[config.mk]
export PLATFORM = sky130hd
export DESIGN_NAME = posit_multiplier
export DESIGN_NICKNAME = d
export VERILOG_FILES = /design/src/rtl/posit_multiplier.sv
export SDC_FILE = /design/constraint.sdc
export NUM_CORES = 2
export LEC_CHECK = 0
export ABC_AREA = 1
export BUFFER_PORTS_ARGS = -buffer_cell sky130_fd_sc_hd__clkbuf_2
export CAP_MARGIN = 25
export CORE_MARGIN = 5
export CORE_UTILIZATION = 65
export CTS_CLUSTER_SIZE = 8
export DETAILED_ROUTE_END_ITERATION = 8
export PLACE_DENSITY = 0.84
export SLEW_MARGIN = 20
export SYNTH_ARGS = -nofsm -noshare
export SYNTH_HDL_FRONTEND = slang
export SYNTH_SLANG_ARGS = --single-unit
[constraint.sdc]
create_clock -name clk -period 1.1 [get_ports clk]
set_input_delay 0.33 -clock clk [delete_from_list [all_inputs] [get_ports clk]]
set_output_delay 0.33 -clock clk [all_outputs]
set_load 0.02 [all_outputs]
[src/rtl/posit_multiplier.sv]
// Posit multiplier: decodes two N-bit posits (es = ES), multiplies them and
// re-encodes the product with round-to-nearest-even and saturation to
// minpos/maxpos. The output register is the only state in the block.
module posit_multiplier #(
  parameter int N  = 32,
  parameter int ES = 4,
  parameter int RS = $clog2(N)
) (
  input  logic         clk,
  input  logic         reset,
  input  logic [N-1:0] IN1,
  input  logic [N-1:0] IN2,
  output logic [N-1:0] OUT
);

  localparam int FW = N - 1 - ES;          // fraction bits of a decoded operand
  localparam int MW = FW + 1;              // mantissa with hidden one
  localparam int PW = 2 * MW;              // full mantissa product
  localparam int SW = RS + ES + 3;         // signed scale width
  localparam int YW = 2 + ES + (PW - 1) + N; // encode shifter width

  localparam logic [N-1:0]         NAR    = {1'b1, {(N-1){1'b0}}};
  localparam logic [N-1:0]         MAXPOS = {1'b0, {(N-1){1'b1}}};
  localparam logic [N-1:0]         MINPOS = {{(N-1){1'b0}}, 1'b1};
  localparam logic [N-2:0]         ONE_B  = {{(N-2){1'b0}}, 1'b1};
  localparam logic [RS:0]          ONE_RS = {{RS{1'b0}}, 1'b1};
  localparam logic signed [SW-1:0] ONE_S  = {{(SW-1){1'b0}}, 1'b1};
  localparam logic signed [SW-1:0] ZERO_S = {SW{1'b0}};
  localparam logic signed [SW-1:0] K_MAX  = SW'(N - 2);
  localparam logic signed [SW-1:0] K_MIN  = SW'(-(N - 1));

  logic [N-1:0] out_d;
  logic [N-1:0] out_q;

  // Length of the leading run of bits equal to the first bit of the body.
  function automatic logic [RS-1:0] run_len(input logic [N-2:0] body);
    logic          done;
    logic [RS-1:0] m;
    m    = '0;
    done = 1'b0;
    for (int i = N - 2; i >= 0; i--) begin
      if (!done && (body[i] == body[N-2])) begin
        m = m + {{(RS-1){1'b0}}, 1'b1};
      end else begin
        done = 1'b1;
      end
    end
    return m;
  endfunction

  // Split a posit into sign, scale (k*2^ES + e) and mantissa with hidden one.
  function automatic void decode(input  logic [N-1:0]         x,
                                 output logic                 sgn,
                                 output logic signed [SW-1:0] scale,
                                 output logic [MW-1:0]        mant);
    logic [N-2:0]         body;
    logic [N-2:0]         rem;
    logic [RS-1:0]        m;
    logic signed [SW-1:0] km;
    logic signed [SW-1:0] k;
    logic [ES-1:0]        e;
    sgn   = x[N-1];
    // low bits of the two's complement only depend on the low bits
    body  = x[N-1] ? (~x[N-2:0] + ONE_B) : x[N-2:0];
    m     = run_len(body);
    // drop the regime run and its terminator; vacated bits read as zero
    rem   = body << ({1'b0, m} + ONE_RS);
    e     = rem[N-2 -: ES];
    km    = $signed({{(SW-RS){1'b0}}, m});
    k     = body[N-2] ? (km - ONE_S) : -km;
    scale = (k <<< ES) + $signed({{(SW-ES){1'b0}}, e});
    mant  = {1'b1, rem[FW-1:0]};
  endfunction

  // Combinational decode / multiply / normalise / encode / round.
  always_comb begin
    logic                 sa, sb, s_o;
    logic signed [SW-1:0] sc_a, sc_b, sc_o, k_o, sh;
    logic [MW-1:0]        ma, mb;
    logic [PW-1:0]        prod;
    logic [PW-2:0]        frac_n;
    logic [ES-1:0]        e_o;
    logic [1:0]           seed;
    logic signed [YW-1:0] y;
    logic [N-2:0]         body_o;
    logic                 guard, sticky, rnd;
    logic [N-1:0]         mag, res;

    out_d = '0;
    decode(IN1, sa, sc_a, ma);
    decode(IN2, sb, sc_b, mb);
    s_o  = sa ^ sb;
    prod = {{MW{1'b0}}, ma} * {{MW{1'b0}}, mb};

    if (prod[PW-1]) begin
      frac_n = prod[PW-2:0];
      sc_o   = sc_a + sc_b + ONE_S;
    end else begin
      frac_n = {prod[PW-3:0], 1'b0};
      sc_o   = sc_a + sc_b;
    end

    k_o = sc_o >>> ES;
    e_o = sc_o[ES-1:0];

    // seed "10" grows a run of ones, "01" a run of zeros, under arithmetic shift
    if (k_o >= ZERO_S) begin
      seed = 2'b10;
      sh   = k_o;
    end else begin
      seed = 2'b01;
      sh   = -k_o - ONE_S;
    end

    y      = $signed({seed, e_o, frac_n, {N{1'b0}}}) >>> $unsigned(sh);
    body_o = y[YW-1 -: N-1];
    guard  = y[YW-N];
    sticky = |y[YW-N-1:0];
    rnd    = guard & (sticky | body_o[0]);
    mag    = {1'b0, body_o + {{(N-2){1'b0}}, rnd}};

    if (k_o >= K_MAX) begin
      mag = MAXPOS;
    end else if (k_o <= K_MIN) begin
      mag = MINPOS;
    end else begin
      mag = mag;
    end

    res = s_o ? (~mag + MINPOS) : mag;

    if ((IN1 == NAR) || (IN2 == NAR)) begin
      out_d = NAR;
    end else if ((IN1 == '0) || (IN2 == '0)) begin
      out_d = '0;
    end else begin
      out_d = res;
    end
  end

  // Output register, cleared asynchronously by reset.
  always_ff @(posedge clk or posedge reset) begin
    if (reset) begin
      out_q <= '0;
    end else begin
      out_q <= out_d;
    end
  end

  assign OUT = out_q;

endmodule

==> impl_metrics.prom, run 1 <==
# TYPE chip_impl_metric gauge
chip_impl_info{name="run_status",value="did not finish"} 1
chip_impl_metric{name="clock_tree.buffer_depth",unit=""} 2
chip_impl_info{name="ys_dominant_reg_cell",value="sky130_fd_sc_hd__dfrtp_1"} 1
chip_impl_info{name="worst_endpoint_kind",value="register data pin"} 1
chip_impl_metric{name="post-place-ws",unit="ps"} -28650
chip_impl_metric{name="rows",unit=""} 99
chip_impl_metric{name="synthesis.instances",unit=""} 7525
chip_impl_metric{name="ctsHtreeMaxLevel",unit=""} 2
chip_impl_info{name="grt-worst-endpoint",value="OUT[28]$_DFF_PP0_/D"} 1
chip_impl_metric{name="synthArstFlopShare",unit="%"} 100
chip_impl_metric{name="die_h",unit="µm"} 280
chip_impl_info{name="cts.root.buffer_cell",value="sky130_fd_sc_hd__clkbuf_16"} 1
chip_impl_metric{name="die_w",unit="µm"} 280
chip_impl_metric{name="synth_edf_count",unit=""} 0
chip_impl_info{name="outcome.stop_stage",value="5_1_grt"} 1
chip_impl_metric{name="yosysSeqAreaShare",unit="%"} 1.69
chip_impl_metric{name="synth_fp_nets",unit=""} 8550
chip_impl_metric{name="grt_start_max_net_pins",unit=""} 58
chip_impl_metric{name="cts.sinks",unit=""} 32
chip_impl_info{name="toolErrorMsg",value="[ERROR GRT-0232] Routing congestion too high. Check the congestion heatmap in the GUI."} 1
chip_impl_metric{name="syn-cell-area",unit="µm²"} 47300
chip_impl_metric{name="synth.distinct_cells",unit=""} 68
chip_impl_metric{name="numPlacedInstances",unit=""} 9703
chip_impl_metric{name="groute.usage.overall",unit="%"} 78.2
chip_impl_metric{name="start_util",unit="%"} 65.2
chip_impl_metric{name="io-pin-count",unit=""} 98
chip_impl_metric{name="aggregate_global_routing_overflow",unit=""} 227
chip_impl_metric{name="ff_latch_count_synth",unit=""} 32
chip_impl_metric{name="synthesis.area_per_instance",unit="µm²"} 6.29
chip_impl_metric{name="port_buffers",unit=""} 97
chip_impl_metric{name="place_congestion",unit=""} 1.10
chip_impl_metric{name="synth-warning-count",unit=""} 0
chip_impl_metric{name="cts_inserted_buffers",unit=""} 5
chip_impl_metric{name="place.detailed.hpwl",unit="µm"} 155000
[metrics by stage]
step / setup TNS [ps] / utilization (%) / area, µm²
detailed placement: -904190 / 82.5 / 59900
global placement: -860460 / 82.5 / 59900
CTS: -859530 / 85.2 / 61900
floorplan: -811750 / - / 48600
[cells by family after synthesis]
group                    count (synthesis)  share of synthesized area (%)
multiplexers                             7                          0.156
adder cells (fa/ha/maj)                959                           36.1
AND/OR/NAND/NOR                       4089                           38.0
flip-flops                              32                           1.69
buffers and inverters                 1763                           15.1
XOR/XNOR                               166                           3.19
AO/OA/AOI/OAI                          509                           5.82
[metal layers]
layer  GRT overflow  track usage, %
met5              4            46.9
met4             75            74.0
met3             14            67.0
met2            117            93.0
met1             17            77.1
[Yosys cell counts, types with 9 or more instances]
cell type / count / share of area (%)
sky130_fd_sc_hd__a21oi_1: 130 / 1.4
sky130_fd_sc_hd__a21oi_2: 9 / 0.17
sky130_fd_sc_hd__a31oi_1: 11 / 0.15
sky130_fd_sc_hd__and2_1: 18 / 0.24
sky130_fd_sc_hd__buf_1: 32 / 0.25
sky130_fd_sc_hd__buf_2: 39 / 0.41
sky130_fd_sc_hd__buf_4: 12 / 0.19
sky130_fd_sc_hd__buf_6: 22 / 0.52
sky130_fd_sc_hd__clkbuf_1: 192 / 1.5
sky130_fd_sc_hd__clkinv_1: 25 / 0.20
sky130_fd_sc_hd__dfrtp_1: 32 / 1.7
sky130_fd_sc_hd__fa_1: 675 / 29
sky130_fd_sc_hd__ha_1: 284 / 7.5
sky130_fd_sc_hd__inv_1: 1360 / 11
sky130_fd_sc_hd__inv_2: 52 / 0.41
sky130_fd_sc_hd__nand2_1: 2155 / 17
sky130_fd_sc_hd__nand2_2: 83 / 1.1
sky130_fd_sc_hd__nand2_4: 19 / 0.45
sky130_fd_sc_hd__nand3_1: 875 / 9.3
sky130_fd_sc_hd__nand3_2: 68 / 1.4
sky130_fd_sc_hd__nand3b_1: 17 / 0.27
sky130_fd_sc_hd__nand4_1: 76 / 1.0
sky130_fd_sc_hd__nor2_1: 652 / 5.2
sky130_fd_sc_hd__nor2_2: 28 / 0.37
sky130_fd_sc_hd__nor2_4: 16 / 0.38
sky130_fd_sc_hd__nor3_1: 24 / 0.25
sky130_fd_sc_hd__o211ai_1: 11 / 0.17
sky130_fd_sc_hd__o21ai_0: 271 / 2.9
sky130_fd_sc_hd__o21ai_1: 30 / 0.32
sky130_fd_sc_hd__o21bai_1: 10 / 0.16
sky130_fd_sc_hd__or2_2: 39 / 0.52
sky130_fd_sc_hd__xnor2_1: 46 / 0.85
sky130_fd_sc_hd__xor2_1: 115 / 2.1
[repair_timing]
item,CTS
buffers inserted,97
resized for setup,211
pin swaps,106
cloned,7
endpoints found under the setup margin,64
hold buffers,0
==> run 2, diff against run 1 <==
Settings changed: CORE_UTILIZATION 65 to 40, CTS_CLUSTER_SIZE 8 to default, PLACE_DENSITY 0.84 to default, PLACE_DENSITY_LB_ADDON from default to 0.15.
==> run 2 against run 1 <==
The flow now finishes, with violations (setup timing). Synthesized area is the same. Synthesized cell count is the same.
==> impl_metrics.prom, run 2 <==
# TYPE chip_impl_metric gauge
chip_impl_metric{name="port_buffers",unit=""} 97
chip_impl_info{name="run_status",value="finished, violations left"} 1
chip_impl_metric{name="timing.fmax",unit="MHz"} 36.5
chip_impl_metric{name="place_congestion",unit=""} 0.979
chip_impl_metric{name="slew_violations",unit=""} 0
chip_impl_metric{name="place.detailed.hpwl",unit="µm"} 152000
chip_impl_metric{name="syn-cell-area",unit="µm²"} 47300
chip_impl_metric{name="start_util",unit="%"} 40.2
chip_impl_metric{name="io-pin-count",unit=""} 98
chip_impl_metric{name="timing.critical_path.required",unit="ps"} 1310
chip_impl_metric{name="area_delta_synth_final",unit="%"} 39.3
chip_impl_metric{name="grt_pass1_wl",unit="µm"} 282000
chip_impl_metric{name="worstPathArrival",unit="ps"} 27630
chip_impl_metric{name="synthesis.area_per_instance",unit="µm²"} 6.29
chip_impl_metric{name="detail_route.wirelength",unit="µm"} 180000
chip_impl_metric{name="initial_antenna_violation_count",unit=""} 2
chip_impl_metric{name="synth.distinct_cells",unit=""} 68
chip_impl_metric{name="route.vias.total",unit=""} 53000
chip_impl_metric{name="slew_headroom",unit="%"} 46.4
chip_impl_metric{name="groute.usage.overall",unit="%"} 27.8
chip_impl_metric{name="worstPathMaxFanout",unit=""} 8
chip_impl_info{name="setup.worst_path.start_class",value="primary input"} 1
chip_impl_metric{name="clk_transition_reported_paths",unit="ps"} 60
chip_impl_info{name="worst_min_delay_path_category",value="in -> async"} 1
chip_impl_metric{name="die_h",unit="µm"} 354
chip_impl_metric{name="clock_tree.buffer_depth",unit=""} 2
chip_impl_metric{name="finalWorstPathRequiredPeriod",unit="ps"} 27420
chip_impl_metric{name="post_drt_wl_per_cell",unit="µm"} 17.2
chip_impl_metric{name="max_stage_delay",unit="ps"} 560
chip_impl_metric{name="cts_inserted_buffers",unit=""} 5
chip_impl_info{name="cts.root.buffer_cell",value="sky130_fd_sc_hd__clkbuf_16"} 1
chip_impl_metric{name="design.final.nets",unit=""} 9970
chip_impl_metric{name="min_period_over_period",unit="%"} 2490
chip_impl_metric{name="aggregate_global_routing_overflow",unit=""} 0
chip_impl_metric{name="netlist.area_leader.share",unit="%"} 28.6
chip_impl_metric{name="n_fill_cell",unit=""} 11600
chip_impl_metric{name="cts.sinks",unit=""} 32
chip_impl_metric{name="cap_viol_max_count",unit=""} 0
chip_impl_metric{name="floorplan.core_area",unit="µm²"} 118000
chip_impl_metric{name="ctsHtreeMaxLevel",unit=""} 2
chip_impl_metric{name="finalSetupTns",unit="ps"} -833520
chip_impl_metric{name="finalHoldViolCount",unit=""} 0
chip_impl_info{name="yosys-top-cells-area",value="sky130_fd_sc_hd__fa_1, sky130_fd_sc_hd__nand2_1, sky130_fd_sc_hd__inv_1, sky130_fd_sc_hd__nand3_1, sky130_fd_sc_hd__ha_1"} 1
chip_impl_metric{name="mean_number_of_vias_per_cell",unit=""} 5.05
chip_impl_info{name="most_frequently_used_cell_type_in_the_post_synthesis_netlist",value="sky130_fd_sc_hd__nand2_1"} 1
chip_impl_metric{name="ant_nets",unit=""} 0
chip_impl_info{name="critPathCaptureType",value="flip-flop"} 1
chip_impl_info{name="cts_tree",value="built"} 1
chip_impl_info{name="rsz_0062_raised_after_global_routing",value="true"} 1
chip_impl_metric{name="worst_path_setup_slack_after_routing",unit="ps"} -26320
chip_impl_metric{name="drt_iter0_drcs",unit=""} 3564
chip_impl_metric{name="dr.pass1.iters",unit=""} 6
chip_impl_metric{name="floorplan.die_area",unit="µm²"} 125000
chip_impl_metric{name="synthArstFlopShare",unit="%"} 100
chip_impl_metric{name="first_global_vias",unit=""} 52500
chip_impl_metric{name="final_layout_size_suffix_gt1_share",unit="%"} 31.5
chip_impl_metric{name="ff_latch_count_synth",unit=""} 32
chip_impl_metric{name="drc",unit=""} 0
chip_impl_metric{name="layout.area.seq",unit="µm²"} 801
chip_impl_info{name="violations",value="setup timing"} 1
chip_impl_info{name="layout_commonest_cell",value="sky130_fd_sc_hd__nand2_1"} 1
chip_impl_metric{name="area_of_the_multi_input_gates",unit="µm²"} 43100
chip_impl_info{name="post_synth_most_frequent_cells",value="sky130_fd_sc_hd__nand2_1, sky130_fd_sc_hd__inv_1, sky130_fd_sc_hd__nand3_1, sky130_fd_sc_hd__fa_1, sky130_fd_sc_hd__nor2_1"} 1
chip_impl_metric{name="grt_start_max_net_pins",unit=""} 59
chip_impl_metric{name="largest_register_ff_count",unit=""} 32
chip_impl_metric{name="die_w",unit="µm"} 354
chip_impl_info{name="crit_type",value="in -> reg"} 1
chip_impl_info{name="synthDominantAreaCellType",value="sky130_fd_sc_hd__fa_1"} 1
chip_impl_metric{name="synth_fp_nets",unit=""} 8550
chip_impl_metric{name="yosysSeqAreaShare",unit="%"} 1.69
chip_impl_metric{name="finalSetupViolations",unit=""} 64
chip_impl_metric{name="n_antenna_cell",unit=""} 0
chip_impl_info{name="timing.critical_path.mode_cell",value="sky130_fd_sc_hd__nand2_2"} 1
chip_impl_info{name="mostFrequentLayoutCells",value="sky130_fd_sc_hd__nand2_1, sky130_fd_sc_hd__buf_4, sky130_fd_sc_hd__inv_1, sky130_fd_sc_hd__nand3_1, sky130_fd_sc_hd__fa_1"} 1
chip_impl_metric{name="synth_edf_count",unit=""} 0
chip_impl_metric{name="slew_of_the_pin_with_the_lowest_slew_margin",unit="ps"} 796
chip_impl_info{name="worst_path_max_delay_cell",value="sky130_fd_sc_hd__fa_1"} 1
chip_impl_metric{name="synth-warning-count",unit=""} 0
chip_impl_info{name="ys_dominant_reg_cell",value="sky130_fd_sc_hd__dfrtp_1"} 1
chip_impl_metric{name="synthesis.instances",unit=""} 7525
chip_impl_metric{name="rows",unit=""} 126
-- run 2: cell counts after synthesis --
Identical to the previous run, type by type.
-- run 2: layout make-up --
class | instances | area share [%]
tap | 1536 | 2.92
timing repair buffer | 1727 | 21.7
multi-input combinational | 5731 | 65.4
inverter | 1447 | 8.52
clock inverter | 3 | 0.0645
clock buffer | 5 | 0.190
timing repair inverter | 1 | 0.0133
sequential | 32 | 1.21
-- run 2: worst max path at each step --
stage,cells past startpoint,start,to,slack (ps)
3_3_place_gp,203,IN1[3],OUT[30],-28060
2_1_floorplan,206,IN2[1],OUT[24],-25820
4_1_cts,200,IN1[0],OUT[30],-27000
3_5_place_dp,203,IN1[3],OUT[30],-28250
6_report,206,IN1[0],OUT[14],-26320
5_1_grt,198,IN1[7],OUT[14],-27710
-- run 2: per-layer routing --
layer	up-vias	share of wire (%)	GRT usage (%)
li1	25800	-	-
met1	25200	42	36.3
met2	1620	48	48.6
met3	321	6.2	2.74
met4	4	4.2	8.45
met5	-	0.017	0
-- run 2: metrics by stage --
step | std cells | hold WS (ps) | cell area [µm²] | worst slack, ps | util (%)
floorplan | 7525 | 446 | 48600 | -25820 | -
global placement | 10400 | 360 | 61200 | -28060 | 52.0
detailed placement | 10400 | 365 | 61200 | -28250 | 52.0
CTS | 10400 | 66.0 | 62200 | -27000 | 52.8
global route | 10500 | 99.1 | 65900 | -27710 | 56.0
finish | 10500 | 64.8 | 65900 | -26320 | 56.0
-- run 2: logic make-up after synthesis --
| kind of cell | share of synthesized area (%) |
|---|---|
| AOI/OAI and AO/OA | 5.82 |
| adders and majority gates | 36.1 |
| buffers and inverters | 15.1 |
| xor gates and xnor gates | 3.19 |
| DFF | 1.69 |
| and+or+nand+nor | 38.0 |
| muxes | 0.156 |
-- run 2: what timing repair did --
item	4_1_cts	5_1_grt
pin swaps	37	293
endpoints found under the setup margin	64	64
cloned	5	14
gates resized for setup	143	704
hold buffers	0	0
buffers inserted	21	82
-- run 2: critical path, delay by kind of cell --
kind / cells / cell delay [ps]
buf+inv: 40 / 2680
compound gates: 17 / 2300
fa+ha+maj: 37 / 10500
xor+xnor: 1 / 270
mux: 1 / 180
simple gates: 110 / 11290
Power of run 2 is not shown: default switching activity piles up to over one toggle a cycle in this logic, so the estimate is an artifact.
